**config.mk**
```make
export PLATFORM = sky130hd
export DESIGN_NAME = button_bounce_gen
export DESIGN_NICKNAME = d
export VERILOG_FILES = /design/src/rtl/button_bounce_gen.sv
export SDC_FILE = /design/constraint.sdc
export NUM_CORES = 1
export LEC_CHECK = 0
export ABC_CLOCK_PERIOD_IN_PS = 4240
export CAP_MARGIN = 10
export CORE_UTILIZATION = 45
export DETAILED_ROUTE_END_ITERATION = 6
export PLACE_DENSITY = 0.65
export SLEW_MARGIN = 15
export SYNTH_ARGS = -nofsm -noshare
export SYNTH_HDL_FRONTEND = slang
export SYNTH_SLANG_ARGS = --single-unit
```
**constraint.sdc**
```tcl
create_clock -name clk -period 4.24 [get_ports clk]
set_input_delay 0.424 -clock clk [delete_from_list [all_inputs] [get_ports clk]]
set_output_delay 0.424 -clock clk [all_outputs]
set_load 0.1 [all_outputs]
```
**src/rtl/button_bounce_gen.sv**
```systemverilog
// Contact-bounce emulator: turns a clean level change into an LFSR-driven toggle burst
// of BOUNCE_CYCLES cycles, then settles to the new level. enable=0 gives a registered pass-through.
module button_bounce_gen #(
    parameter int unsigned BOUNCE_CYCLES = 20,
    parameter logic [15:0] SEED          = 16'hACE1
) (
    input  logic       clk,
    input  logic       reset,
    input  logic       clean,
    input  logic       enable,
    output logic       noisy,
    output logic       bouncing,
    output logic       settled_pulse,
    output logic [7:0] bounce_count
);

    localparam int CNT_W = $clog2(BOUNCE_CYCLES);
    localparam logic [CNT_W-1:0] CNT_LOAD = CNT_W'(BOUNCE_CYCLES - 1);
    localparam logic [CNT_W-1:0] CNT_ONE  = CNT_W'(1);

    typedef enum logic {
        IDLE,
        BOUNCE
    } state_t;

    state_t           state, state_d;
    logic             level, level_d;
    logic             target, target_d;
    logic [CNT_W-1:0] cnt, cnt_d;
    logic [15:0]      lfsr;
    logic             noisy_d;
    logic             pulse_d;
    logic [7:0]       count_d;
    logic             lfsr_fb;

    function automatic logic [7:0] sat_inc(input logic [7:0] v);
        return (v == 8'hFF) ? v : v + 8'd1;
    endfunction

    assign lfsr_fb  = lfsr[15] ^ lfsr[13] ^ lfsr[12] ^ lfsr[10];
    assign bouncing = (state == BOUNCE);

    // The toggle decision below always sees the pre-advance lfsr[0].
    always_ff @(posedge clk) begin
        if (reset) begin
            lfsr <= SEED;
        end else begin
            lfsr <= {lfsr[14:0], lfsr_fb};
        end
    end

    always_ff @(posedge clk) begin
        if (reset) begin
            state         <= IDLE;
            level         <= 1'b0;
            target        <= 1'b0;
            cnt           <= '0;
            noisy         <= 1'b0;
            settled_pulse <= 1'b0;
            bounce_count  <= 8'd0;
        end else begin
            state         <= state_d;
            level         <= level_d;
            target        <= target_d;
            cnt           <= cnt_d;
            noisy         <= noisy_d;
            settled_pulse <= pulse_d;
            bounce_count  <= count_d;
        end
    end

    always_comb begin
        state_d  = state;
        level_d  = level;
        target_d = target;
        cnt_d    = cnt;
        noisy_d  = noisy;
        pulse_d  = 1'b0;
        count_d  = bounce_count;

        if (!enable) begin
            // Pass-through; also aborts any open window without a settle pulse.
            state_d = IDLE;
            noisy_d = clean;
            level_d = clean;
        end else begin
            unique case (state)
                IDLE: begin
                    noisy_d = level;
                    if (clean != level) begin
                        state_d  = BOUNCE;
                        target_d = clean;
                        noisy_d  = clean;
                        cnt_d    = CNT_LOAD;
                        count_d  = 8'd1;
                    end
                end
                BOUNCE: begin
                    if (clean != target) begin
                        target_d = clean;
                        noisy_d  = clean;
                        cnt_d    = CNT_LOAD;
                        if (clean != noisy) begin
                            count_d = sat_inc(bounce_count);
                        end
                    end else if (cnt != '0) begin
                        cnt_d = cnt - CNT_ONE;
                        if (lfsr[0]) begin
                            noisy_d = ~noisy;
                            count_d = sat_inc(bounce_count);
                        end
                    end else begin
                        noisy_d = target;
                        level_d = target;
                        state_d = IDLE;
                        pulse_d = 1'b1;
                        if (noisy != target) begin
                            count_d = sat_inc(bounce_count);
                        end
                    end
                end
                default: state_d = IDLE;
            endcase
        end
    end

endmodule

```
==> metrics.md, run 1 <==
| Metric | Value |
|---|---|
| Status | finished clean |
| DR pass1 iterations | 4 |
| CP cell instances | clkdlybuf4s50_1 |
| Final period util | 65.9% |
| Pleak | 0.632 nW |
| CTS tree | built |
| Initial antenna violation count | 0 |
| Required @ worst endpoint | roughly 3.8 ns |
| Crit path max fanout | 23 |
| #FFs+latches synth | 34 |
| Post-synth net total | 172 |
| Vias/cell | 5.50 |
| N_diodes | 0 |
| Post-CTS Setup Repair Bufs | 0 |
| Commonest cells after routing, fill and taps aside | 34 x dfxtp_1, 15 x nand2_1, 14 x clkdlybuf4s50_1 |
| Global-route wire length before repair | approximately 4800 µm |
| Deepest clock path buffer count | 2 |
| Reg clk slew, reported paths | 0.09 ns |
| Root Buffer | clkbuf_4 |
| Worst slack, placed | 1.51 ns |
| Final worst slack | 1.45 ns |
| Final Max Tran Viols | 0 |
| Delay-heaviest family, CP | buffers and inverters |
| Min-Delay Path Class | reg2reg |
| Die H | roughly 60 µm |
| Vias in the first global route | 1037 |
| Mean post-synth cell area | 9.08 µm² |
| YS warnings | 0 |
| Remaining global-route overflow | 0 |
| Total power | ~0.0007 W |
| P_sw | 0.000186 W |
| CP Buf/Inv Count | 1 |
| Hold slack | about 0.41 ns |
| Core area | 0.00313 mm² |
| Share of layout cells above drive strength 1 | 14.0% |
| Flop pwr share | about half |
| Port bufs | 14 |
| DRC Markers | 0 |
| Slowest CP cell | clkdlybuf4s50_1 |
| Setup crit end kind | output pin |
| Clock Skew | about 0.0091 ns |
| Crit Path Class | reg2out |
| CTS Buf Count | 5 |
| Worst Tran Pin Value | 0.983 ns |
| Commonest non-fill, non-tap cell in the layout | dfxtp_1 |
| Max-cap viol count | 0 |
| Maximum VDD drop | around 0.24 mV |
| Final min period | 2.79 ns |
| Initial Util | 48.2% |
| Startpoint Class | register |
| Clock power frac | 34.2% |
| Antenna Nets Post-Route | 0 |
| Pint | 0.000519 W |
| Core Util, Final | 55.8% |
| Nets | between 150 and 200 |
| Worst EP arrival | 2.37 ns |
| Final hold violation count | 0 |
| Mapped cell area | 0.00151 mm² |
| Netlist cell types | 41 |
| Routability cong. | about 0.81 |
| Pwr dens | around 400 mW/mm² |
| HPWL Detailed | a little under 2000 µm |
| I/O Pins | 15 |
| Maximum clock frequency | 358 MHz |
| H-tree depth | 2 |
| Sw Ratio | 26.4% |
| Worst-skew pair later-pin latency | 0.33 ns |
| Overall Global Routing Usage | 18.4% |
| Wire per inst | 13.2 µm |
| CTS resizes | 0 |
| Setup violations, final | 0 |
| Routed vias | 1222 |
| Area growth from synthesis to layout | 15.8% |
| Clock sinks | 34 |
| RSZ-0062 raised after global routing | false |
| Fillcell total | 290 |
| Main area contributors after synthesis | dfxtp_1 45%, nand3_1 4.3%, nand2_1 3.7% |
| CP peak stage delay | 1.26 ns |
| Sum Neg Setup Slack | 0 ns |
| Final WL | 2940 µm |
| Seq/Total Area, Yosys | 45.1% |
| Num rows | 20 |
| Rel. slew slack | roughly a third |
| Cells after synthesis | 166 |
| Post-synth top area cell | dfxtp_1 |
| Largest net degree at the start of global routing | 33 |
| Die footprint | 0.00359 mm² |
| Detailed Route Iter0 Violations | 66 |
| Chip width | 59.9 µm |
| Hold-fix buffers, CTS | 0 |
| Comb power frac | between 10% and 20% |
| Synth top area share | 45.1% |
[per-stage QoR]
stage                     instances  area [µm²]
after floorplan                 166        1510
after global placement          215        1660
after detailed placement        215        1660
after CTS                       222        1750
after global routing            222        1750
final                           222        1750
[cells by family (layout without fill, tap and decap cells)]
logic type / count (synthesis) / after routing / share of synthesized area, %
simple gates: 70 / 70 / 25.7
buf+inv: 15 / 27 / 4.32
compound gates: 37 / 37 / 18.4
flops: 34 / 34 / 45.1
mux: 1 / 1 / 0.664
xor+xnor: 7 / 7 / 4.07
fa+ha+maj: 2 / 2 / 1.66
[sequential cells by signal, summed over array words and instances, names as in the netlist]
signal / flops
noisy: 1
target: 1
lfsr: 16
level: 1
bouncing: 1
settled_pulse: 1
cnt: 5
bounce_count: 8
[final cells by class]
cell class              count  area, µm²  area share (%)
clock buffers               6       51.3            2.94
repair buffers             15        148            8.46
clock inverters             1       30.0            1.72
flip-flops and latches     34        681            39.0
well taps                  44       55.1            3.15
multi-input cells         117        762            43.7
inverters                   5       18.8            1.08
[per-layer routing]
metal,vias up,share of wire [%],track usage [%]
li1,612,-,-
met1,577,50,24.5
met2,29,45,26.3
met3,4,4.0,6.28
met4,0,1.1,8.97
met5,-,0,0
[final timing paths]
check                              start              end  cells after the start  slack [ns]
worst max-delay path            bouncing         bouncing                      1        1.45
worst max register to register    cnt[0]  bounce_count[2]                      7        1.79
worst min-delay path            lfsr[14]         lfsr[15]                      1        0.41
worst min register to register  lfsr[14]         lfsr[15]                      1        0.41
[cell usage after synthesis, drive strengths merged]
cell type	instances
a21oi	9
nand2	15
o21ba	1
ha	2
mux2i	1
a21boi	1
and3	4
a32oi	1
nor2b	8
nor2	7
a41oi	1
nand3b	2
a32o	4
a41o	1
a21bo	2
nor4b	1
nand4	3
buf	3
a31oi	2
inv	5
a211oi	4
nor3	4
xnor2	3
a311oi	3
o21a	2
clkbuf	7
or4b	1
xor2	4
o21bai	1
and2	1
nand3	13
nand2b	2
dfxtp	34
or2	8
o21ai	5
or3	1
[power groups by stage]
stage	sequential, W	clock [W]	combinational [W]
6_report	0.000356	0.000241	0.000108
4_1_cts	0.000356	0.000246	0.000108
3_5_place_dp	0.000363	0	0.000108
5_1_grt	0.000359	0.000263	0.000118
2_1_floorplan	0.000374	0	0.0000741
3_3_place_gp	0.000362	0	0.000106
Power figures use the tool's default switching activity.
==> run 2: changes to the inputs <==
--- a/config.mk
+++ b/config.mk
@@ -5,11 +5,11 @@
 export SDC_FILE = /design/constraint.sdc
 export NUM_CORES = 1
 export LEC_CHECK = 0
-export ABC_CLOCK_PERIOD_IN_PS = 4240
+export ABC_CLOCK_PERIOD_IN_PS = 2300
 export CAP_MARGIN = 10
 export CORE_UTILIZATION = 45
 export DETAILED_ROUTE_END_ITERATION = 6
-export PLACE_DENSITY = 0.65
+export PLACE_DENSITY = 0.68
 export SLEW_MARGIN = 15
 export SYNTH_ARGS = -nofsm -noshare
 export SYNTH_HDL_FRONTEND = slang
==> constraint.sdc (replaced) <==
create_clock -name clk -period 2.3 [get_ports clk]
set_input_delay 0.23 -clock clk [delete_from_list [all_inputs] [get_ports clk]]
set_output_delay 0.23 -clock clk [all_outputs]
set_load 0.1 [all_outputs]
==> run 2 against run 1 <==
Worst hold slack improved by 0.0063 ns. Sequential power is 83% higher. Sequential share of layout area is 0.38 points lower. Non-clock buffer count up 7. Combinational power up 100%. Clock skew down 0.0058 ns. Final cell count increased by 3.2%. Largest power group unchanged.
==> metrics.md, run 2 (same netlist as run 1, synthesis figures left out) <==
| Metric | Value |
|---|---|
| Crit Path Class | reg2reg |
| DRC Markers | 0 |
| Antenna Nets Post-Route | 0 |
| Remaining global-route overflow | 0 |
| I/O Pins | 15 |
| Root Buffer | clkbuf_4 |
| Final Max Tran Viols | 0 |
| Sum Neg Setup Slack | 0 ns |
| CTS resizes | 0 |
| Required @ worst endpoint | 2.58 ns |
| Clock sinks | 34 |
| CP peak stage delay | approximately 0.47 ns |
| Crit path max fanout | 8 |
| Reg2Reg Launch Point | cnt[0] |
| Commonest cells after routing, fill and taps aside | 30 x dfxtp_1, 19 x buf_4, 15 x nand2_1 |
| RSZ-0062 raised after global routing | false |
| Routability cong. | 0.861 |
| Final WL | 2910 µm |
| Post-CTS Setup Repair Bufs | 0 |
| CP endpoint | bounce_count[2] |
| Flop pwr share | 49.6% |
| Comb power frac | 16.5% |
| Largest net degree at the start of global routing | 19 |
| Core area | 0.00313 mm² |
| Core Util, Final | 56.8% |
| Vias/cell | about 5.4 |
| RR Endpoint | bounce_count[2] |
| Max-cap viol count | 0 |
| Pleak | 0.690 nW |
| Final min period | 2.03 ns |
| Setup crit end kind | register |
| Reg clk slew, reported paths | 0.10 ns |
| Overall Global Routing Usage | between 10% and 20% |
| Num rows | 20 |
| Worst-skew pair later-pin latency | approximately 0.33 ns |
| Die footprint | 0.00359 mm² |
| Initial Util | between 40% and 50% |
| Worst EP arrival | 2.31 ns |
| N_diodes | 0 |
| FF-to-FF path depth | 7 |
| Clock Skew | 0.00330 ns |
| Clock power frac | 33.9% |
| P_sw | approximately 0.00034 W |
| H-tree depth | 2 |
| Commonest non-fill, non-tap cell in the layout | dfxtp_1 |
| Hold-fix buffers, CTS | 0 |
| Die H | 59.9 µm |
| Status | finished clean |
| CP startpoint | cnt[0] |
| Initial antenna violation count | 0 |
| Vias in the first global route | 1101 |
| Most flop-heavy register | lfsr |
| Sw Ratio | 26.3% |
| Setup violations, final | 0 |
| Biggest regs | lfsr (16), bounce_count (8), cnt (5) |
| Deepest clock path buffer count | 2 |
| CP cell instances | inv_1 > ha_1 > nor4b_4 > mux2i_1 > a211oi_2 > and3_2 > a41o_1 |
| Max reg flops | 16 |
| Routed vias | 1248 |
| Worst Tran Pin Value | 0.477 ns |
| Area growth from synthesis to layout | 17.8% |
| Pwr dens | 739 mW/mm² |
| Min-Delay Path Class | reg2reg |
| HPWL Detailed | 2090 µm |
| Startpoint Class | register |
| Global-route wire length before repair | 5000 µm |
| Rel. slew slack | between 60% and 70% |
| Nets | around 190 |
| Chip width | between 50 and 60 µm |
| Maximum VDD drop | 0.440 mV |
| CTS tree | built |
| R2R Setup Slk | approximately 0.27 ns |
| Detailed Route Iter0 Violations | 35 |
| Port bufs | 14 |
| Pint | 0.000967 W |
| Share of layout cells above drive strength 1 | 25.4% |
| Wire per inst | ~13 µm |
| Slowest CP cell | a211oi_2 |
| Final period util | 88.4% |
| CTS Buf Count | 5 |
| DR pass1 iterations | 4 |
| Maximum clock frequency | 492 MHz |
| Final hold violation count | 0 |
## run 2: final cells by class
class / instances / area, µm²
Fill cell: 304 / 1350
Multi-Input combinational cell: 117 / 762
Sequential cell: 34 / 686
Timing Repair Buffer: 22 / 173
Tap cell: 44 / 55.1
Clock buffer: 6 / 51.3
Clock inverter: 1 / 30.0
Inverter: 5 / 18.8
## run 2: power by group through the flow
stage	Sequential, W	Combinational (W)	Clock (W)
floorplan	0.000691	0.000137	0
global placement	0.000664	0.000213	0
detailed placement	0.000665	0.000217	0
CTS	0.000652	0.000218	0.000454
global route	0.000657	0.000237	0.000485
finish	0.000651	0.000217	0.000444
## run 2: critical path, delay by kind of cell, from the launching register on
kind	cells	cell delay, ns
fa+ha+maj	1	0.20
simple gates	2	0.60
compound gates	2	0.65
mux	1	0.13
buf+inv	1	0.06
flops	1	0.34
## run 2: layer usage
| metal | GRT usage (%) | wire length [µm] | vias up |
|---|---|---|---|
| li1 | - | - | 626 |
| met1 | 24.4 | 1420 | 595 |
| met2 | 28.9 | 1340 | 22 |
| met3 | 5.84 | 124 | 5 |
| met4 | 7.97 | 35 | 0 |
| met5 | 0 | 0 | - |
## run 2: how the worst min path moves through the flow
stage / from / to / slack (ns) / depth (start not counted)
5_1_grt: lfsr[5] / lfsr[6] / 0.45 / 1
2_1_floorplan: reset / lfsr[0] / 0.38 / 2
4_1_cts: lfsr[9] / lfsr[10] / 0.42 / 1
6_report: lfsr[9] / lfsr[10] / 0.42 / 1
3_5_place_dp: lfsr[9] / lfsr[10] / 0.40 / 1
3_3_place_gp: lfsr[9] / lfsr[10] / 0.39 / 1
## run 2: per-stage QoR
step / hold WS, ns / total power (W) / instances / setup WS, ns / instance area, µm²
finish: 0.421 / 0.00131 / 229 / 0.268 / 1780
global route: 0.446 / 0.00138 / 229 / 0.0155 / 1780
CTS: 0.425 / 0.00132 / 229 / 0.238 / 1780
global placement: 0.393 / 0.000877 / 222 / 0.239 / 1690
detailed placement: 0.399 / 0.000882 / 222 / 0.149 / 1690
floorplan: 0.377 / 0.000827 / 166 / 0.00553 / 1510
